**src/rtl/mem_stage.sv**
```systemverilog
// mem_stage: memory/writeback pipeline stage. Retires ALU results, branches and
// jumps in one negedge, and runs LDW/STW through a data-memory handshake that
// has a timeout abort. All state updates on the falling edge of I_CLOCK.
//
// Opcode map (OPCODE_WIDTH must be >= 5; values are zero-extended):
//   0_0nzp  BR with condition bits n/z/p in [2:0] (nzp=000 is a never-taken NOP)
//   0x08 ADD   0x09 ADDI  0x0A AND   0x0B ANDI  0x0C MOV   0x0D MOVI
//   0x0E LDW   0x0F STW   0x10 JMP   0x11 JSR   0x12 JSRR
//   anything else retires as a bubble.
module mem_stage #(
  parameter int MEM_TIMEOUT  = 64,
  parameter int OPCODE_WIDTH = 5,
  parameter int REG_WIDTH    = 16,
  parameter int PC_WIDTH     = 16
) (
  input  logic                    I_CLOCK,
  input  logic                    I_RESET,
  input  logic                    I_LOCK,
  input  logic                    I_FetchStall,
  input  logic                    I_DepStall,
  input  logic [OPCODE_WIDTH-1:0] I_Opcode,
  input  logic [REG_WIDTH-1:0]    I_ALUOut,
  input  logic [3:0]              I_DestRegIdx,
  input  logic [REG_WIDTH-1:0]    I_DestValue,
  output logic                    O_MemReq,
  output logic                    O_MemWe,
  output logic [REG_WIDTH-1:0]    O_MemAddr,
  output logic [REG_WIDTH-1:0]    O_MemWData,
  input  logic                    I_MemAck,
  input  logic [REG_WIDTH-1:0]    I_MemRData,
  output logic                    O_LOCK,
  output logic                    O_FetchStall,
  output logic                    O_DepStall,
  output logic [OPCODE_WIDTH-1:0] O_Opcode,
  output logic [3:0]              O_DestRegIdx,
  output logic [REG_WIDTH-1:0]    O_DestValue,
  output logic                    O_RegWrite,
  output logic                    O_BranchTaken,
  output logic [PC_WIDTH-1:0]     O_BranchPC,
  output logic                    O_MemBusy,
  output logic                    O_MemErr
);

  localparam int CNT_W = $clog2(MEM_TIMEOUT + 1);
  localparam logic [CNT_W-1:0] TIMEOUT_C = CNT_W'(MEM_TIMEOUT);

  localparam logic [OPCODE_WIDTH-1:0] OP_ADD  = OPCODE_WIDTH'(8'h08);
  localparam logic [OPCODE_WIDTH-1:0] OP_ADDI = OPCODE_WIDTH'(8'h09);
  localparam logic [OPCODE_WIDTH-1:0] OP_AND  = OPCODE_WIDTH'(8'h0A);
  localparam logic [OPCODE_WIDTH-1:0] OP_ANDI = OPCODE_WIDTH'(8'h0B);
  localparam logic [OPCODE_WIDTH-1:0] OP_MOV  = OPCODE_WIDTH'(8'h0C);
  localparam logic [OPCODE_WIDTH-1:0] OP_MOVI = OPCODE_WIDTH'(8'h0D);
  localparam logic [OPCODE_WIDTH-1:0] OP_LDW  = OPCODE_WIDTH'(8'h0E);
  localparam logic [OPCODE_WIDTH-1:0] OP_STW  = OPCODE_WIDTH'(8'h0F);
  localparam logic [OPCODE_WIDTH-1:0] OP_JMP  = OPCODE_WIDTH'(8'h10);
  localparam logic [OPCODE_WIDTH-1:0] OP_JSR  = OPCODE_WIDTH'(8'h11);
  localparam logic [OPCODE_WIDTH-1:0] OP_JSRR = OPCODE_WIDTH'(8'h12);

  typedef enum logic [1:0] {
    ST_IDLE    = 2'd0,
    ST_LD_WAIT = 2'd1,
    ST_ST_WAIT = 2'd2
  } state_t;

  state_t                  r_state;
  state_t                  w_state_next;
  logic [CNT_W-1:0]        r_wait_cnt;
  logic [CNT_W-1:0]        w_cnt_inc;
  logic                    w_accept;
  logic                    w_done_ack;
  logic                    w_done_timeout;
  logic                    w_is_br;
  logic                    w_br_taken;
  logic [2:0]              r_nzp;
  logic [OPCODE_WIDTH-1:0] r_pend_op;
  logic [3:0]              r_pend_dst;

  // Condition codes for a retiring result: exactly one of N/Z/P set.
  function automatic logic [2:0] f_nzp(input logic [REG_WIDTH-1:0] v);
    if (v[REG_WIDTH-1])  return 3'b100;
    else if (v == '0)    return 3'b010;
    else                 return 3'b001;
  endfunction

  assign O_MemBusy  = (r_state != ST_IDLE);
  assign w_is_br    = (I_Opcode[OPCODE_WIDTH-1:3] == '0);
  assign w_br_taken = |(I_Opcode[2:0] & r_nzp);

  // Next-state logic: acceptance in IDLE, ack/timeout completion in WAIT.
  always_comb begin
    // NOTE: every signal gets a default first so no path leaves it unassigned (no latch).
    w_state_next   = r_state;
    w_accept       = 1'b0;
    w_done_ack     = 1'b0;
    w_done_timeout = 1'b0;
    w_cnt_inc      = r_wait_cnt + 1'b1;
    case (r_state)
      ST_IDLE: begin
        w_accept = I_LOCK & ~I_FetchStall & ~I_DepStall;
        if (w_accept && (I_Opcode == OP_LDW))      w_state_next = ST_LD_WAIT;
        else if (w_accept && (I_Opcode == OP_STW)) w_state_next = ST_ST_WAIT;
      end
      ST_LD_WAIT, ST_ST_WAIT: begin
        if (I_MemAck) begin
          w_done_ack   = 1'b1;
          w_state_next = ST_IDLE;
        end else if (w_cnt_inc == TIMEOUT_C) begin
          w_done_timeout = 1'b1;
          w_state_next   = ST_IDLE;
        end
      end
      default: w_state_next = ST_IDLE;
    endcase
  end

  // State register and wait counter; counter is zero on entry to WAIT.
  always_ff @(negedge I_CLOCK) begin
    // NOTE: sequential state uses non-blocking assignments so all registers update together.
    if (I_RESET) begin
      r_state    <= ST_IDLE;
      r_wait_cnt <= '0;
    end else begin
      r_state <= w_state_next;
      if (r_state == ST_IDLE) r_wait_cnt <= '0;
      else                    r_wait_cnt <= w_cnt_inc;
    end
  end

  // Datapath: pass-through flags, writeback bundle, memory port, NZP, error flag.
  always_ff @(negedge I_CLOCK) begin
    if (I_RESET) begin
      O_LOCK        <= 1'b0;
      O_FetchStall  <= 1'b0;
      O_DepStall    <= 1'b0;
      O_Opcode      <= '0;
      O_DestRegIdx  <= '0;
      O_DestValue   <= '0;
      O_RegWrite    <= 1'b0;
      O_BranchTaken <= 1'b0;
      O_BranchPC    <= '0;
      O_MemReq      <= 1'b0;
      O_MemWe       <= 1'b0;
      O_MemAddr     <= '0;
      O_MemWData    <= '0;
      O_MemErr      <= 1'b0;
      r_nzp         <= 3'b010;
      r_pend_op     <= '0;
      r_pend_dst    <= '0;
    end else begin
      O_LOCK        <= I_LOCK;
      O_FetchStall  <= I_FetchStall;
      O_DepStall    <= I_DepStall;
      // Bubble unless something below retires.
      O_RegWrite    <= 1'b0;
      O_BranchTaken <= 1'b0;

      if (r_state == ST_IDLE) begin
        if (w_accept) begin
          case (I_Opcode)
            OP_ADD, OP_ADDI, OP_AND, OP_ANDI, OP_MOV, OP_MOVI: begin
              O_Opcode     <= I_Opcode;
              O_DestRegIdx <= I_DestRegIdx;
              O_DestValue  <= I_ALUOut;
              O_RegWrite   <= 1'b1;
              r_nzp        <= f_nzp(I_ALUOut);
            end
            OP_LDW, OP_STW: begin
              O_MemReq   <= 1'b1;
              O_MemWe    <= (I_Opcode == OP_STW);
              O_MemAddr  <= I_ALUOut;
              O_MemWData <= (I_Opcode == OP_STW) ? I_DestValue : '0;
              r_pend_op  <= I_Opcode;
              r_pend_dst <= I_DestRegIdx;
            end
            OP_JMP: begin
              O_Opcode      <= I_Opcode;
              O_BranchTaken <= 1'b1;
              O_BranchPC    <= I_DestValue[PC_WIDTH-1:0];
            end
            OP_JSR, OP_JSRR: begin
              O_Opcode      <= I_Opcode;
              O_BranchTaken <= 1'b1;
              O_BranchPC    <= I_DestValue[PC_WIDTH-1:0];
              O_DestRegIdx  <= I_DestRegIdx;
              O_DestValue   <= I_ALUOut;
              O_RegWrite    <= 1'b1;
            end
            default: begin
              if (w_is_br) begin
                O_Opcode <= I_Opcode;
                if (w_br_taken) begin
                  O_BranchTaken <= 1'b1;
                  O_BranchPC    <= I_DestValue[PC_WIDTH-1:0];
                end
              end
            end
          endcase
        end
      end else if (w_done_ack || w_done_timeout) begin
        O_MemReq     <= 1'b0;
        O_MemWe      <= 1'b0;
        O_MemAddr    <= '0;
        O_MemWData   <= '0;
        O_Opcode     <= r_pend_op;
        O_DestRegIdx <= r_pend_dst;
        if (w_done_ack && (r_state == ST_LD_WAIT)) begin
          O_DestValue <= I_MemRData;
          O_RegWrite  <= 1'b1;
          r_nzp       <= f_nzp(I_MemRData);
        end
        if (w_done_timeout) O_MemErr <= 1'b1;
      end
    end
  end

endmodule

```
**config.mk**
```make
export PLATFORM = sky130hd
export DESIGN_NAME = mem_stage
export DESIGN_NICKNAME = d
export VERILOG_FILES = /design/src/rtl/mem_stage.sv
export SDC_FILE = /design/constraint.sdc
export NUM_CORES = 1
export LEC_CHECK = 0
export BUFFER_PORTS_ARGS = -buffer_cell sky130_fd_sc_hd__buf_2
export CAP_MARGIN = 20
export CORE_MARGIN = 2
export CORE_UTILIZATION = 40
export CTS_BUF_LIST = sky130_fd_sc_hd__clkbuf_16
export DETAILED_ROUTE_END_ITERATION = 10
export PLACE_DENSITY = 0.66
export SLEW_MARGIN = 30
export SYNTH_ARGS = -nofsm -noshare
export SYNTH_HDL_FRONTEND = slang
export SYNTH_SLANG_ARGS = --single-unit
```
**constraint.sdc**
```tcl
create_clock -name I_CLOCK -period 2.4 [get_ports I_CLOCK]
set_input_delay 0.12 -clock I_CLOCK [delete_from_list [all_inputs] [get_ports I_CLOCK]]
set_output_delay 0.12 -clock I_CLOCK [all_outputs]
set_load 0.02 [all_outputs]
```
==> summary.txt <==
Outcome
  • Outcome: finished with violations
  • Failing checks: negative setup slack

STA
  • Skew final: 28.3 ps
  • Setup-failing EPs final: 1
  • Worst setup margin: -14.0 ps
  • Slew margin rel.: 0.652
  • RSZ-0062 raised after global routing: true
  • Slew Viols, Final: 0
  • Final Hold Violating Endpoints: 0
  • Worst-Margin Slew: 522 ps

Yosys
  • Yosys Warn Count: 0
  • Seq/Total Area, Yosys: 0.497
  • FFs w/ async S/R, synth: 0
  • Mux contribution to synthesized area: 0.116
  • Xor/xnor share of the synthesized area: 0.0107
  • Syn Inst Count: 411
  • Simple-Gate Fraction of Synth Area: 0.148
  • Number of flops mapped to enable cells by yosys: 0
  • Compound-Gate Fraction of Synth Area: 0.174
  • Synth Net Count: 478
  • Top FF cell, synth: dfxtp_1
  • Combinational family with the most area after synthesis: compound AO/OA/AOI/OAI gates
  • Synthesized cell area: 4110 um2
  • Mapped Avg Cell Area: 9.99 um2
  • Yosys cell types: 50
  • Yosys reg bits: 102
  • Adder-cell share of the synthesized area: 0.0122

Min path
  • Worst Hold Class: register to register
  • WHS Endpoint: O_MemWe
  • Hold path cells: 1
  • Worst Min Path Start: O_MemWe

Global route
  • Largest net degree at the start of global routing: 36
  • Met1 Use GR: 0.231
  • Initial antenna violation count: 0
  • Met2 Usage GRT: 0.355
  • Remaining Overflow, GRT: 0
  • Vias in the first global route: 4284
  • First-pass GRT wire length: 19100 um
  • Met3 Use GR: 0.0915
  • GRT Total Usage: 0.212
  • Busiest grt layer: met2

Cells and area
  • P&R area growth vs syn: 54.2%
  • Layout Nets: 774
  • Layout cells sized above 1: 0.378
  • Antenna Cells: 0
  • Final-layout fill cell count: 841
  • Util after Layout: 0.642

Detailed routing
  • Initial drt markers: 169
  • Routed via count: 4187
  • Drt pass-1 iters: 5
  • Vias/cell: 4.96
  • Wire per inst: 14.3 um
  • ANT nets after route: 0
  • Routed WL: 12100 um
  • DRC violations left: 0

Floorplanning
  • Area of the core: 9860 um2
  • Die Height: 105 um
  • FP Rows: 36
  • Die width: 105 um
  • Top-Level Pins: 145
  • Die area: 11100 um2
  • Starting Density: 0.416

Critical path
  • Peak fanout along the critical path: 2
  • Critical R2R Capture: O_MemWData[10]
  • R2R cell count: 8
  • Critical Path AT: 2290 ps
  • Crit end category: output port
  • Critical setup path kind: register to output port
  • Worst flop-to-flop path startpoint: r_wait_cnt[0]
  • Setup crit start kind: register
  • Worst R2R Setup Slack: 160 ps
  • Critical Path RT: 2280 ps

Clocking
  • Longest Clk Path Bufs: 2
  • CTS tree: done
  • Worst-path clk slew: 30 ps
  • Clock Tree Root: clkbuf_16
  • Clock sinks: 102
  • Worst-skew pair later-pin latency: 420 ps
  • H-tree depth: 3
  • Num CTS Buffers: 9

Power and ir drop
  • Maximum VDD drop: 405 uV
  • LEAKAGE: 3.48 nW
  • Pwr per Cell Area: 662 nW/um2

Job
  • Max Cap Viol: 0

Place
  • Dpl ws: -397 ps
  • Port bufs: 144
  • Global placer's final weighted congestion: 0.877
  • Detail Placement HPWL: 8510 um
## cell usage after synthesis, types with 3 or more instances
library cell  number  area [um2]
buf_6              3        33.8
dfxtp_1          102        2040
nand2_1           11        41.3
ha_1               4        50.1
and2_1             4        25.0
mux2_2             5        56.3
nor2_1            72         270
nand4_1            3        18.8
nor4bb_1           3        30.0
xor2_1             3        26.3
a21oi_1            8        40.0
nor4_1             8        50.1
o21ai_0            9        45.0
inv_1              9        33.8
a211oi_1          15         113
mux2i_1           42         420
buf_1              3        11.3
nand2b_1           3        18.8
a22o_1            33         289
nand3_1            4        20.0
nor2b_1            6        37.5
clkbuf_1          16        60.1
a311oi_1           3        26.3
a31oi_1            4        25.0
buf_2              5        25.0
## timing repair
action	in CTS	in global routing
hold buffers	0	0
endpoints found under the setup margin	1	57
gates resized for setup	8	26
endpoints found under the hold margin	0	0
pin swaps	1	11
setup buffers	2	4
cloned	0	2
## where the power goes
group | internal (mW) | total, mW | switching, mW
Sequential | 1.73 | 1.74 | 0.0107
Combinational | 0.168 | 0.354 | 0.186
Clock | 0.958 | 2.10 | 1.14
## logic make-up (layout without fill, tap and decap cells)
logic type / after synthesis / count (layout)
AOI/OAI and AO/OA: 90 / 90
xor gates and xnor gates: 5 / 5
adders and majority gates: 4 / 4
buffers and inverters: 37 / 337
DFF: 102 / 102
muxes: 47 / 47
and+or+nand+nor: 126 / 126
## per-stage QoR
stage	total power, mW	instances	area [um2]	setup TNS, ps	hold slack (ps)
6_report	4.19	844	6330	-14.0	457
5_1_grt	4.50	844	6330	-147	478
2_1_floorplan	2.17	411	4260	-15620	436
3_5_place_dp	2.36	721	5450	-29100	455
4_1_cts	4.26	839	6150	-20.0	469
3_3_place_gp	2.35	721	5450	-27360	432
## how the worst max path moves through the flow
stage / start / end / slack (ps) / depth (start not counted)
after floorplan: I_FetchStall / O_MemWData[0] / -300 / 7
after detailed placement: I_Opcode[3] / O_DestValue[5] / -400 / 8
final: r_state[0] / O_MemBusy / -10 / 4
after CTS: r_state[0] / O_MemBusy / -20 / 4
after global placement: I_Opcode[3] / O_DestValue[13] / -370 / 8
after global routing: r_state[0] / O_MemBusy / -50 / 4
## layout by cell type, fill, tap and decap left out, drive strengths merged, types with 2 or more instances in the layout
cell    count
a211oi     16
nand2      11
clkbuf     11
nor2       72
or2         2
o32ai       2
mux2i      42
a31oi       4
nor3        2
xnor2       2
a311oi      3
ha          4
a21oi       8
dfxtp     102
nor2b       6
xor2        3
and2        5
a311o       2
mux2        5
nor4bb      3
nand2b      3
buf       210
a22o       33
nor3b       2
o2bb2a      2
inv       115
nand3       4
nand4       3
nor4        9
a21bo       2
o21ai       9
## state kept, by name (all words and copies together) (netlist names), 2 cells and up
signal and flops:
r_pend_dst 4, r_state 2, O_BranchPC 16, O_MemAddr 16
O_Opcode 5, O_DestRegIdx 4, O_MemWData 16, r_nzp 3
r_wait_cnt 7, O_DestValue 16, r_pend_op 5
## worst max-delay path: stages (launching register included)
cell and delay, ps:
dfxtp_2 330, inv_2 50, ha_4 150, inv_2 50, buf_6 110
## final cells by class
type,instances,area [um2],area share
inverter,8,35.0,0.00553
clock buffer,9,225,0.0356
sequential,102,2040,0.323
timing repair buffer,212,1380,0.218
tap,133,166,0.0263
clock inverter,108,445,0.0704
multi-input combinational,272,2030,0.321
## per-layer routing
| layer | vias up | wire length [um] |
|---|---|---|
| li1 | 2080 | - |
| met1 | 1965 | 5170 |
| met2 | 132 | 6040 |
| met3 | 10 | 743 |
| met4 | 0 | 150 |
| met5 | - | 0 |
(Power assumes the default switching activity.)
